`config.mk`:
```
export PLATFORM = sky130hd
export DESIGN_NAME = ts_pack
export DESIGN_NICKNAME = d
export VERILOG_FILES = /design/src/rtl/ts_pkg.sv /design/src/rtl/ts_pack_bank_ram.sv /design/src/rtl/ts_pack.sv
export SDC_FILE = /design/constraint.sdc
export NUM_CORES = 2
export LEC_CHECK = 0
export ABC_AREA = 1
export CAP_MARGIN = 10
export CORE_UTILIZATION = 26
export DETAILED_ROUTE_END_ITERATION = 6
export MAX_ROUTING_LAYER = met4
export PLACE_DENSITY = 0.4
export SYNTH_ARGS = -nofsm -noshare
export SYNTH_HDL_FRONTEND = slang
export SYNTH_SLANG_ARGS = --single-unit
```
`constraint.sdc`:
```
create_clock -name clk -period 7.45 [get_ports clk]
set_input_delay 0.745 -clock clk [delete_from_list [all_inputs] [get_ports clk]]
set_output_delay 0.745 -clock clk [all_outputs]
set_load 0.005 [all_outputs]
```
`src/rtl/ts_pkg.sv`:
```
`default_nettype none
// ============================================================================
//  Module      : ts_pkg
//  Description : Shared constants and FSM state encodings for the TS ingress
//                packer (ts_pack) and its bank RAM.
//  Contents    : TS_SYNC, TS_PKT_WORDS, TS_HDR_WORDS, TS_BURST_WORDS,
//                in_state_t (HUNT/LOCK), out_state_t (IDLE/HDR0-2/PAY)
//  Revision    : 1.0 - initial release
// ============================================================================
package ts_pkg;

    localparam logic [7:0] TS_SYNC        = 8'h47;
    localparam int         TS_PKT_WORDS   = 47;
    localparam int         TS_HDR_WORDS   = 3;
    localparam int         TS_BURST_WORDS = 50;

    // Input side: searching for sync, or counting bytes of a locked stream.
    typedef enum logic [0:0] {
        IN_HUNT = 1'b0,
        IN_LOCK = 1'b1
    } in_state_t;

    // Output side: one burst is HDR0, HDR1, HDR2 then the payload words.
    typedef enum logic [2:0] {
        OUT_IDLE = 3'd0,
        OUT_HDR0 = 3'd1,
        OUT_HDR1 = 3'd2,
        OUT_HDR2 = 3'd3,
        OUT_PAY  = 3'd4
    } out_state_t;

endpackage
`default_nettype wire

```
`src/rtl/ts_pack_bank_ram.sv`:
```
`default_nettype none
// ============================================================================
//  Module      : ts_pack_bank_ram
//  Description : Two-bank simple dual-port RAM (2 x WORDS entries of 32 bits).
//                One write port, one read port with 1-cycle read latency.
//                Address MSB selects the bank, low bits select the word.
//  Ports       : clk              - clock
//                wr_en/wr_addr/wr_data - write port
//                rd_addr          - read address (registered into rd_data)
//                rd_data          - read data, valid the cycle after rd_addr
//  Revision    : 1.0 - initial release
// ============================================================================
module ts_pack_bank_ram
    import ts_pkg::*;
#(
    parameter int WORDS = TS_PKT_WORDS,
    parameter int AW    = 6
)(
    input  logic          clk,
    input  logic          wr_en,
    input  logic [AW:0]   wr_addr,
    input  logic [31:0]   wr_data,
    input  logic [AW:0]   rd_addr,
    output logic [31:0]   rd_data
);

    localparam int c_DEPTH = 2 * WORDS;
    localparam int c_IW    = $clog2(c_DEPTH);

    logic [31:0]     r_mem [0:c_DEPTH-1];
    logic [31:0]     r_rd_data;
    logic [c_IW-1:0] w_wr_idx;
    logic [c_IW-1:0] w_rd_idx;

    // Banks are packed back to back so the array holds exactly 2*WORDS
    // entries even though the bank bit sits at the address MSB.
    function automatic logic [c_IW-1:0] f_idx(input logic [AW:0] a);
        if (a[AW])
            f_idx = c_IW'(WORDS) + c_IW'(a[AW-1:0]);
        else
            f_idx = c_IW'(a[AW-1:0]);
    endfunction

    assign w_wr_idx = f_idx(wr_addr);
    assign w_rd_idx = f_idx(rd_addr);

    always_ff @(posedge clk) begin
        if (wr_en)
            r_mem[w_wr_idx] <= wr_data;
        r_rd_data <= r_mem[w_rd_idx];
    end

    assign rd_data = r_rd_data;

endmodule
`default_nettype wire

```
`src/rtl/ts_pack.sv`:
```
`default_nettype none
// ============================================================================
//  Module      : ts_pack
//  Description : MPEG-TS ingress packer. Locks onto the sync byte at packet
//                spacing, packs each complete packet big-endian into a
//                two-bank buffer and emits it as a contiguous burst of
//                3 header words + payload words on a 33-bit bus
//                (bit 32 = start-of-packet).
//  Ports       : clk, rst (async, active high)
//                ts_byte/ts_byte_en        - byte stream in (gaps allowed)
//                cfg_chan/cfg_ip/cfg_port  - header contents, captured per packet
//                ts_dout/ts_dout_en        - burst output, 0 when not valid
//                locked                    - sync acquired
//                pkt_cnt/sync_err_cnt      - only with TS_PACK_STAT_EN
//  Options     : `define TS_PACK_STAT_EN adds packet and sync-loss counters.
//  Revision    : 1.0 - initial release
// ============================================================================
module ts_pack
    import ts_pkg::*;
#(
    parameter logic [7:0] SYNC_BYTE = TS_SYNC,
    parameter int         PKT_BYTES = 188
)(
    input  logic        clk,
    input  logic        rst,
    input  logic [7:0]  ts_byte,
    input  logic        ts_byte_en,
    input  logic [31:0] cfg_chan,
    input  logic [31:0] cfg_ip,
    input  logic [15:0] cfg_port,
    output logic [32:0] ts_dout,
    output logic        ts_dout_en,
    output logic        locked
`ifdef TS_PACK_STAT_EN
    ,
    output logic [31:0] pkt_cnt,
    output logic [15:0] sync_err_cnt
`endif
);

    localparam int               c_BCW       = $clog2(PKT_BYTES);
    localparam int               c_WA        = c_BCW - 2;
    localparam int               c_PKT_WORDS = PKT_BYTES / 4;
    localparam logic [c_BCW-1:0] c_LAST_BYTE = c_BCW'(PKT_BYTES - 1);
    localparam logic [c_WA-1:0]  c_LAST_WORD = c_WA'(c_PKT_WORDS - 1);

    // ---------------------------------------------------------------- input
    in_state_t          r_in_state;
    in_state_t          w_in_next;
    logic [c_BCW-1:0]   r_byte_cnt;
    logic [23:0]        r_shift;
    logic               r_wr_bank;
    logic               w_is_sync;
    logic               w_at_start;
    logic               w_accept;
    logic               w_bad_sync;
    logic               w_pkt_done;
    logic               w_wr_en;
    logic [c_WA:0]      w_wr_addr;
    logic [31:0]        w_wr_data;

    // Byte counter is 0 whenever HUNT is entered, so "accept" reduces to:
    // any byte mid-packet, or a sync byte at packet start.
    assign w_is_sync  = (ts_byte == SYNC_BYTE);
    assign w_at_start = (r_byte_cnt == '0);
    assign w_accept   = ts_byte_en && (!w_at_start || w_is_sync);
    assign w_bad_sync = ts_byte_en && w_at_start && !w_is_sync;
    assign w_pkt_done = w_accept && (r_byte_cnt == c_LAST_BYTE);

    always_ff @(posedge clk or posedge rst) begin
        if (rst)
            r_in_state <= IN_HUNT;
        else
            r_in_state <= w_in_next;
    end

    always_comb begin
        w_in_next = r_in_state;
        if (r_in_state == IN_HUNT) begin
            if (w_accept)
                w_in_next = IN_LOCK;
        end else begin
            if (w_bad_sync)
                w_in_next = IN_HUNT;
        end
    end

    always_comb begin
        locked = (r_in_state == IN_LOCK);
    end

    always_ff @(posedge clk or posedge rst) begin
        if (rst) begin
            r_byte_cnt <= '0;
            r_shift    <= '0;
            r_wr_bank  <= 1'b0;
        end else if (w_accept) begin
            r_shift <= {r_shift[15:0], ts_byte};
            if (w_pkt_done) begin
                r_byte_cnt <= '0;
                r_wr_bank  <= ~r_wr_bank;
            end else begin
                r_byte_cnt <= r_byte_cnt + 1'b1;
            end
        end
    end

    // Fourth byte of each word completes it: the three older bytes are in
    // the shift register, the newest one is on the input.
    assign w_wr_en   = w_accept && (r_byte_cnt[1:0] == 2'b11);
    assign w_wr_addr = {r_wr_bank, r_byte_cnt[c_BCW-1:2]};
    assign w_wr_data = {r_shift, ts_byte};

    // Header captured per bank so a late cfg change never touches a burst.
    logic [31:0] r_hdr_chan [0:1];
    logic [31:0] r_hdr_ip   [0:1];
    logic [15:0] r_hdr_port [0:1];

    always_ff @(posedge clk) begin
        if (w_pkt_done) begin
            r_hdr_chan[r_wr_bank] <= cfg_chan;
            r_hdr_ip[r_wr_bank]   <= cfg_ip;
            r_hdr_port[r_wr_bank] <= cfg_port;
        end
    end

    // ------------------------------------------------------------ bank flags
    logic [1:0] r_full;
    logic [1:0] w_set;
    logic [1:0] w_clr;
    logic       w_pay_last;
    logic       r_rd_bank;

    assign w_set = w_pkt_done ? (r_wr_bank ? 2'b10 : 2'b01) : 2'b00;
    assign w_clr = w_pay_last ? (r_rd_bank ? 2'b10 : 2'b01) : 2'b00;

    always_ff @(posedge clk or posedge rst) begin
        if (rst)
            r_full <= 2'b00;
        else
            r_full <= (r_full & ~w_clr) | w_set;
    end

    // --------------------------------------------------------------- output
    out_state_t       r_out_state;
    out_state_t       w_out_next;
    logic [c_WA-1:0]  r_pay_cnt;
    logic [c_WA-1:0]  w_rd_word;
    logic [31:0]      w_rd_data;
    logic [32:0]      w_dout;
    logic             w_dout_en;
    logic [32:0]      r_dout;
    logic             r_dout_en;
    logic             w_other_bank;

    assign w_pay_last   = (r_out_state == OUT_PAY) && (r_pay_cnt == c_LAST_WORD);
    assign w_other_bank = ~r_rd_bank;

    always_ff @(posedge clk or posedge rst) begin
        if (rst) begin
            r_out_state <= OUT_IDLE;
            r_pay_cnt   <= '0;
            r_rd_bank   <= 1'b0;
        end else begin
            r_out_state <= w_out_next;
            if ((r_out_state == OUT_PAY) && !w_pay_last)
                r_pay_cnt <= r_pay_cnt + 1'b1;
            else
                r_pay_cnt <= '0;
            if (w_pay_last)
                r_rd_bank <= ~r_rd_bank;
        end
    end

    always_comb begin
        w_out_next = r_out_state;
        case (r_out_state)
            OUT_IDLE: if (r_full[r_rd_bank]) w_out_next = OUT_HDR0;
            OUT_HDR0: w_out_next = OUT_HDR1;
            OUT_HDR1: w_out_next = OUT_HDR2;
            OUT_HDR2: w_out_next = OUT_PAY;
            OUT_PAY:  if (w_pay_last)
                          w_out_next = r_full[w_other_bank] ? OUT_HDR0 : OUT_IDLE;
            default:  w_out_next = OUT_IDLE;
        endcase
    end

    // Read address runs one word ahead of the emitted word to cover the
    // RAM read latency: word 0 is addressed during HDR2.
    always_comb begin
        w_dout    = '0;
        w_dout_en = 1'b0;
        w_rd_word = '0;
        case (r_out_state)
            OUT_HDR0: begin
                w_dout_en = 1'b1;
                w_dout    = {1'b1, r_hdr_chan[r_rd_bank]};
            end
            OUT_HDR1: begin
                w_dout_en = 1'b1;
                w_dout    = {1'b0, r_hdr_ip[r_rd_bank]};
            end
            OUT_HDR2: begin
                w_dout_en = 1'b1;
                w_dout    = {1'b0, 16'h0000, r_hdr_port[r_rd_bank]};
            end
            OUT_PAY: begin
                w_dout_en = 1'b1;
                w_dout    = {1'b0, w_rd_data};
                if (r_pay_cnt != c_LAST_WORD)
                    w_rd_word = r_pay_cnt + 1'b1;
            end
            default: ;
        endcase
    end

    always_ff @(posedge clk or posedge rst) begin
        if (rst) begin
            r_dout    <= '0;
            r_dout_en <= 1'b0;
        end else begin
            r_dout    <= w_dout;
            r_dout_en <= w_dout_en;
        end
    end

    assign ts_dout    = r_dout;
    assign ts_dout_en = r_dout_en;

    ts_pack_bank_ram #(
        .WORDS (c_PKT_WORDS),
        .AW    (c_WA)
    ) u_ram (
        .clk     (clk),
        .wr_en   (w_wr_en),
        .wr_addr (w_wr_addr),
        .wr_data (w_wr_data),
        .rd_addr ({r_rd_bank, w_rd_word}),
        .rd_data (w_rd_data)
    );

`ifdef TS_PACK_STAT_EN
    // ---------------------------------------------------------- statistics
    logic [31:0] r_pkt_cnt;
    logic [15:0] r_sync_err_cnt;
    logic        w_sync_lost;

    assign w_sync_lost = (r_in_state == IN_LOCK) && (w_in_next == IN_HUNT);

    always_ff @(posedge clk or posedge rst) begin
        if (rst) begin
            r_pkt_cnt      <= '0;
            r_sync_err_cnt <= '0;
        end else begin
            if (r_out_state == OUT_HDR0)
                r_pkt_cnt <= r_pkt_cnt + 1'b1;
            if (w_sync_lost && (r_sync_err_cnt != 16'hFFFF))
                r_sync_err_cnt <= r_sync_err_cnt + 1'b1;
        end
    end

    assign pkt_cnt      = r_pkt_cnt;
    assign sync_err_cnt = r_sync_err_cnt;
`endif

endmodule
`default_nettype wire

```
**Word level (Yosys, flattened, before mapping)**

Memories as Yosys holds them, arrays and structs flattened. A register that Yosys moved wholly into a read port is not among the register bits.
Cells that the tools add are included.

- Register bits: 80
- Latch bits: 0
- RAM bits: 3168
- Memory bits (read-only): 0
- Output and inout port bits: 35
- Word-level logic and storage cells: 79
- Memories: 4

Memory list:

| name | depth | width | read ports | clocked after Yosys merged registers in | wr ports | line | source |
|---|---|---|---|---|---|---|---|
| u_ram.r_mem | 94 | 32 | 1 | 1 | 1 | ts_pack_bank_ram.sv:30 | `logic [31:0] r_mem [0:c_DEPTH-1];` |
| r_hdr_chan | 2 | 32 | 1 | 0 | 1 | ts_pack.sv:115 | `logic [31:0] r_hdr_chan [0:1];` |
| r_hdr_ip | 2 | 32 | 1 | 0 | 1 | ts_pack.sv:116 | `logic [31:0] r_hdr_ip [0:1];` |
| r_hdr_port | 2 | 16 | 1 | 0 | 1 | ts_pack.sv:117 | `logic [15:0] r_hdr_port [0:1];` |

- $add $sub $neg: 4
- Multiply operators: 0
- Divide/modulo/power cells: 0
- Order comparisons: 2
- Equal/unequal tests: 11
- Shift-type cells: 0
- Multiplexer cells: 27
- Bitwise operators: 5
- Reduce and logical (&&, ||, !) cells: 16

Operators by type and width:

| cell | number |
|---|---|
| $pmux 33 s4 | 1 |
| $mux 6 | 3 |
| $pmux 3 s5 | 1 |
| $add 6x6->7 const A | 2 |
| $mux 7 | 2 |
| $mux 1 | 13 |
| $add 8x1->8 const B | 1 |
| $eq 8x7->1 const B | 1 |
| $eq 8x8->1 const B | 1 |
| $logic_not 8->1 | 1 |
| $mux 2 | 4 |
| $mux 8 | 1 |
| $logic_and 1x1->1 | 7 |
| $add 6x1->6 const B | 1 |
| $eq 3x2->1 const B | 2 |
| $eq 6x6->1 const B | 1 |
| $mux 3 | 2 |
| $ne 6x6->1 const B | 1 |
| $lt 1x2->1 const B | 2 |
| $ne 2x2->1 const B | 2 |
| $reduce_and 2->1 | 2 |
| $reduce_or 4->1 | 1 |
| $eq 3x1->1 const B | 1 |
| $eq 3x3->1 const B | 1 |
| 8 further kinds | 11 |

**Logic depth before layout (Yosys ltp)**

- Depth after elaboration: 7
- Gate-level depth with buffers: 21
- Gate-level depth less buffers: 19

**Cells and area by module**

A second synthesis with hierarchy kept.

- Cell total of the unflattened synthesis: 11311
- Area total of the unflattened synthesis: 133585.6 µm²

By module, submodules not included:

| module | instances | cells each | area each (µm²) | sequential area each (µm²) |
|---|---|---|---|---|
| ts_pack_bank_ram | 1 | 10438 | 123993.9 | 90967.2 |
| ts_pack | 1 | 873 | 9591.7 | 6806.5 |

**Worst setup path after synthesis**

Ideal clock, no wire load.

- Path kind: input-to-reg
- Start point: in ts_byte[7]
- End point: mem r_hdr_chan[0][0], enable pin
- Library setup time: 0.519 ns
- Arrival: 5.014 ns
- Path slack: 1.917 ns
- Stages on the path: 7
- Path buffers: 0
- Path through: inv_1 > nand4_1 > o311ai_0 > nand2_1 > nor2_1 > inv_1 > nor2_1

- Cells in the longest elaborated chain, start to end: 6

Ends and longest elaborated chain:

| item | line | source |
|---|---|---|
| start: declaration | ts_pack.sv:26 | `input logic [7:0] ts_byte,` |
| $eq 8x7->1 | ts_pack.sv:64 | `assign w_is_sync = (ts_byte == SYNC_BYTE);` |
| $logic_or 1x1->1 | ts_pack.sv:66 | `assign w_accept = ts_byte_en && (!w_at_start \|\| w_is_sync);` |
| $logic_and 1x1->1 | ts_pack.sv:66 |  |
| $logic_and 1x1->1 | ts_pack.sv:68 | `assign w_pkt_done = w_accept && (r_byte_cnt == c_LAST_BYTE);` |
| $mux 1 | ts_pack.sv:120 | `if (w_pkt_done) begin` |
| $mux 1 (implied by the code) | ts_pack.sv:121 | `r_hdr_chan[r_wr_bank] <= cfg_chan;` |
| end: declaration | ts_pack.sv:115 |  |

No other way between the ends.

**Worst setup path in the final report**

- Start point: reg r_rd_bank
- End point: reg u_ram.r_rd_data[14], in the netlist u_ram.rd_data[14], read port of u_ram.r_mem

- Cells in the longest elaborated chain, start to end: 1

Ends and longest elaborated chain:

| item | line | source |
|---|---|---|
| start: declaration | ts_pack.sv:132 | `logic r_rd_bank;` |
| start signal: assignment | ts_pack.sv:171 | `r_rd_bank <= ~r_rd_bank;` |
| $mux 7 | ts_pack_bank_ram.sv:38 | `if (a[AW])` |
| end: declaration | ts_pack_bank_ram.sv:31 | `logic [31:0] r_rd_data;` |

No other way between the ends.
A chain may end at the register's enable or synchronous reset.

==> flow_metrics.env <==
export IMPL_max_slew_margin_pct=14.7
export IMPL_fmax_ghz=0.174
export IMPL_syn_avg_cell_area_sq_um=11.6
export IMPL_fin_skew_ps=85.1
export IMPL_synth_seq_area_share_pct=72.9
export IMPL_finalHoldViolCount=0
export IMPL_grt_usage_pct=19.1
export IMPL_clock_sinks=3280
export IMPL_rsz0062_at_grt="false"
export IMPL_drv_cap=0
export IMPL_grt_first_pass_wirelength_microns=694000
export IMPL_placed_area_sq_mm=0.146
export IMPL_critPathMostFrequentCell="nand2_1"
export IMPL_vdd_ir_drop_max_mv=0.189
export IMPL_portBuffers=125
export IMPL_drtAntennaViolNets=0
export IMPL_synthToLayoutAreaGrowth_pct=17.5
export IMPL_cp_num_buf_inv=2
export IMPL_start_kind="flip-flop"
export IMPL_fin_crit_ps=5750
export IMPL_finalNonFillerCells=18900
export IMPL_cts_tree="yes"
export IMPL_crit_path_end_kind="flip-flop"
export IMPL_setup_tns_ps=0
export IMPL_fin_crit_sh_pct=77.2
export IMPL_die_x_microns=720
export IMPL_hold_class="in2reg"
export IMPL_dieArea_sq_mm=0.519
export IMPL_yosys_warnings=0
export IMPL_synth_area_leaders="edfxtp_1 71%, nand2_1 9.1%, nand3_1 8.6%"
export IMPL_synth_area_leader_cell="edfxtp_1"
export IMPL_cp_slowest_stage_delay_ps=830
export IMPL_grt_pass1_vias=86100
export IMPL_antenna_found_initial=32
export IMPL_core_area_sq_mm=0.513
export IMPL_worst_path_max_fanout=78
export IMPL_cts_buffers=375
export IMPL_crit_family="simple AND/OR/NAND/NOR gates"
export IMPL_cts_max_level=5
export IMPL_mostFrequentLayoutCell="nand2_1"
export IMPL_final_setup_viol_count=0
export IMPL_ys_ff_latch=3280
export IMPL_wire_per_inst_microns=26.3
export IMPL_fin_area_sq_mm=0.158
export IMPL_synthCells=11500
export IMPL_dp_hpwl_microns=288000
export IMPL_nFillCells=52100
export IMPL_pin_count=126
export IMPL_die_h_microns=720
export IMPL_root_buffer="clkbuf_16"
export IMPL_fin_hold_ws_ps=191
export IMPL_drive_above_1_share_pct=9.29
export IMPL_rows=263
export IMPL_grt_remaining_overflow=0
export IMPL_ctsHoldBuffers=0
export IMPL_worst_path_max_delay_cell="dfrtp_4"
export IMPL_cp_data_required_time_ps=8290
export IMPL_placed_cells=18200
export IMPL_p_leak_nw=57.8
export IMPL_syn_nets=11600
export IMPL_arrival_ps=6590
export IMPL_routed_wirelength_microns=496000
export IMPL_drt_first_pass_iters=6
export IMPL_synth_cell_types=43
export IMPL_grt_max_degree=119
export IMPL_worst_pin_slew_ps=1280
export IMPL_p_total_mw=40.8
export IMPL_power_density_mw_per_mm2=259
export IMPL_start_util_pct=26.1
export IMPL_clk_latency_ps=1010
export IMPL_final_nets=11900
export IMPL_clockBufferDepth=4
export IMPL_drt_iter0_drc=8834
export IMPL_path_cells="clkinv_2 -> nand2_4 -> nand2_8 -> buf_12 -> nand2_1 -> nand2_1 -> nand2_1 -> nand3_1 -> nand3_1 -> nand2_1 -> nand2_1 -> nand3_1 -> nand3_1 -> nand2_1"
export IMPL_post_cts_setup_buffers=0
export IMPL_drc=0
export IMPL_path_clk_slew_ps=60
export IMPL_place_congestion=0.824
export IMPL_ctsResizeCount=0
export IMPL_critical_path_class="reg2reg"
export IMPL_drv_slew=0
export IMPL_synth_top_area_share_pct=70.9
export IMPL_num_vias=89000
export IMPL_drt_vias_per_instance=4.72
export IMPL_outcome="finished, final reports clean"
export IMPL_syn_area_sq_mm=0.134
export IMPL_mostFrequentLayoutCells="3234 x nand2_1, 3168 x edfxtp_1, 2315 x nand3_1"
[kinds of logic (layout without fill, tap and decap cells)]
| kind of cell | count (synthesis) | after routing | synth area share (%) |
|---|---|---|---|
| and+or+nand+nor | 5879 | 5879 | 18.7 |
| DFF | 3280 | 3280 | 72.9 |
| buffers and inverters | 1700 | 2237 | 5.36 |
| AOI/OAI and AO/OA | 672 | 672 | 2.91 |
| adders and majority gates | 9 | 9 | 0.0839 |
| xor gates and xnor gates | 8 | 8 | 0.0578 |
| other | 0 | 15 | 0 |
[worst paths after layout]
path                                           end  cells after the start  slack [ps]               from
worst max-delay path             u_ram.rd_data[14]                     14        1700          r_rd_bank
worst min-delay path            u_ram.r_mem[82][4]                      1         190         ts_byte[4]
worst max register to register   u_ram.rd_data[14]                     14        1700          r_rd_bank
worst min register to register         ts_dout[15]                      4         550  r_hdr_port[1][15]
max in group asynchronous              r_shift[14]                      3        5810                rst
min in group asynchronous               ts_dout[5]                      2         220                rst
[metrics by stage]
step                      setup slack (ps)  util, %
after floorplan                       1920        -
after global placement                1690     28.4
after detailed placement              1700     28.4
after CTS                             1680     30.7
after global routing                  1620     30.7
final                                 1700     30.7
[cells in the mapped netlist (all sizes together)]
cell type and n:
o32ai 1, clkinv 1, o311ai 1, xnor2 2, o211ai 143, nand2 3253, nand4 21, buf 536
o311a 1, clkbuf 164, o21bai 1, nor2 281, nor3b 2, nand3b 1, ha 9, xor2 6
a22o 16, nand3 2316, dfxtp 32, a221o 16, o21ai 390, a21boi 1, nor3 5, o22ai 13
edfxtp 3168, a21oi 87, a31o 1, dfrtp 80, o31ai 1, inv 999
[layout make-up]
class	count	area, sq um	area share (%)
tap	6757	8450	5.36
inverter	1000	3770	2.39
multi-input combinational	6568	30100	19.1
antenna	15	37.5	0.0238
timing repair buffer	547	5430	3.44
clock buffer	497	10200	6.49
clock inverter	193	1840	1.17
sequential	3280	97900	62.0
[flip-flops by register name (all words and copies together) (netlist names)]
name	flops
u_ram.r_mem	3008
r_hdr_chan	64
r_hdr_ip	64
ts_dout	33
r_hdr_port	32
u_ram.rd_data	32
r_shift	24
r_byte_cnt	8
r_pay_cnt	6
r_out_state	3
r_full	2
locked	1
r_rd_bank	1
r_wr_bank	1
ts_dout_en	1
[report_power, final]
part | total (mW) | switching, mW | internal, mW
clock network | 18.5 | 7.86 | 10.6
registers | 21.1 | 0.408 | 20.7
logic | 1.23 | 1.06 | 0.170
[metal layers]
metal	vias to the layer above	wire, microns	track usage (%)
li1	40400	-	-
met1	45400	229000	26.5
met2	2600	229000	29.9
met3	538	26200	2.41
met4	0	11700	4.31
met5	-	0	-
Power figures use the tool's default switching activity.
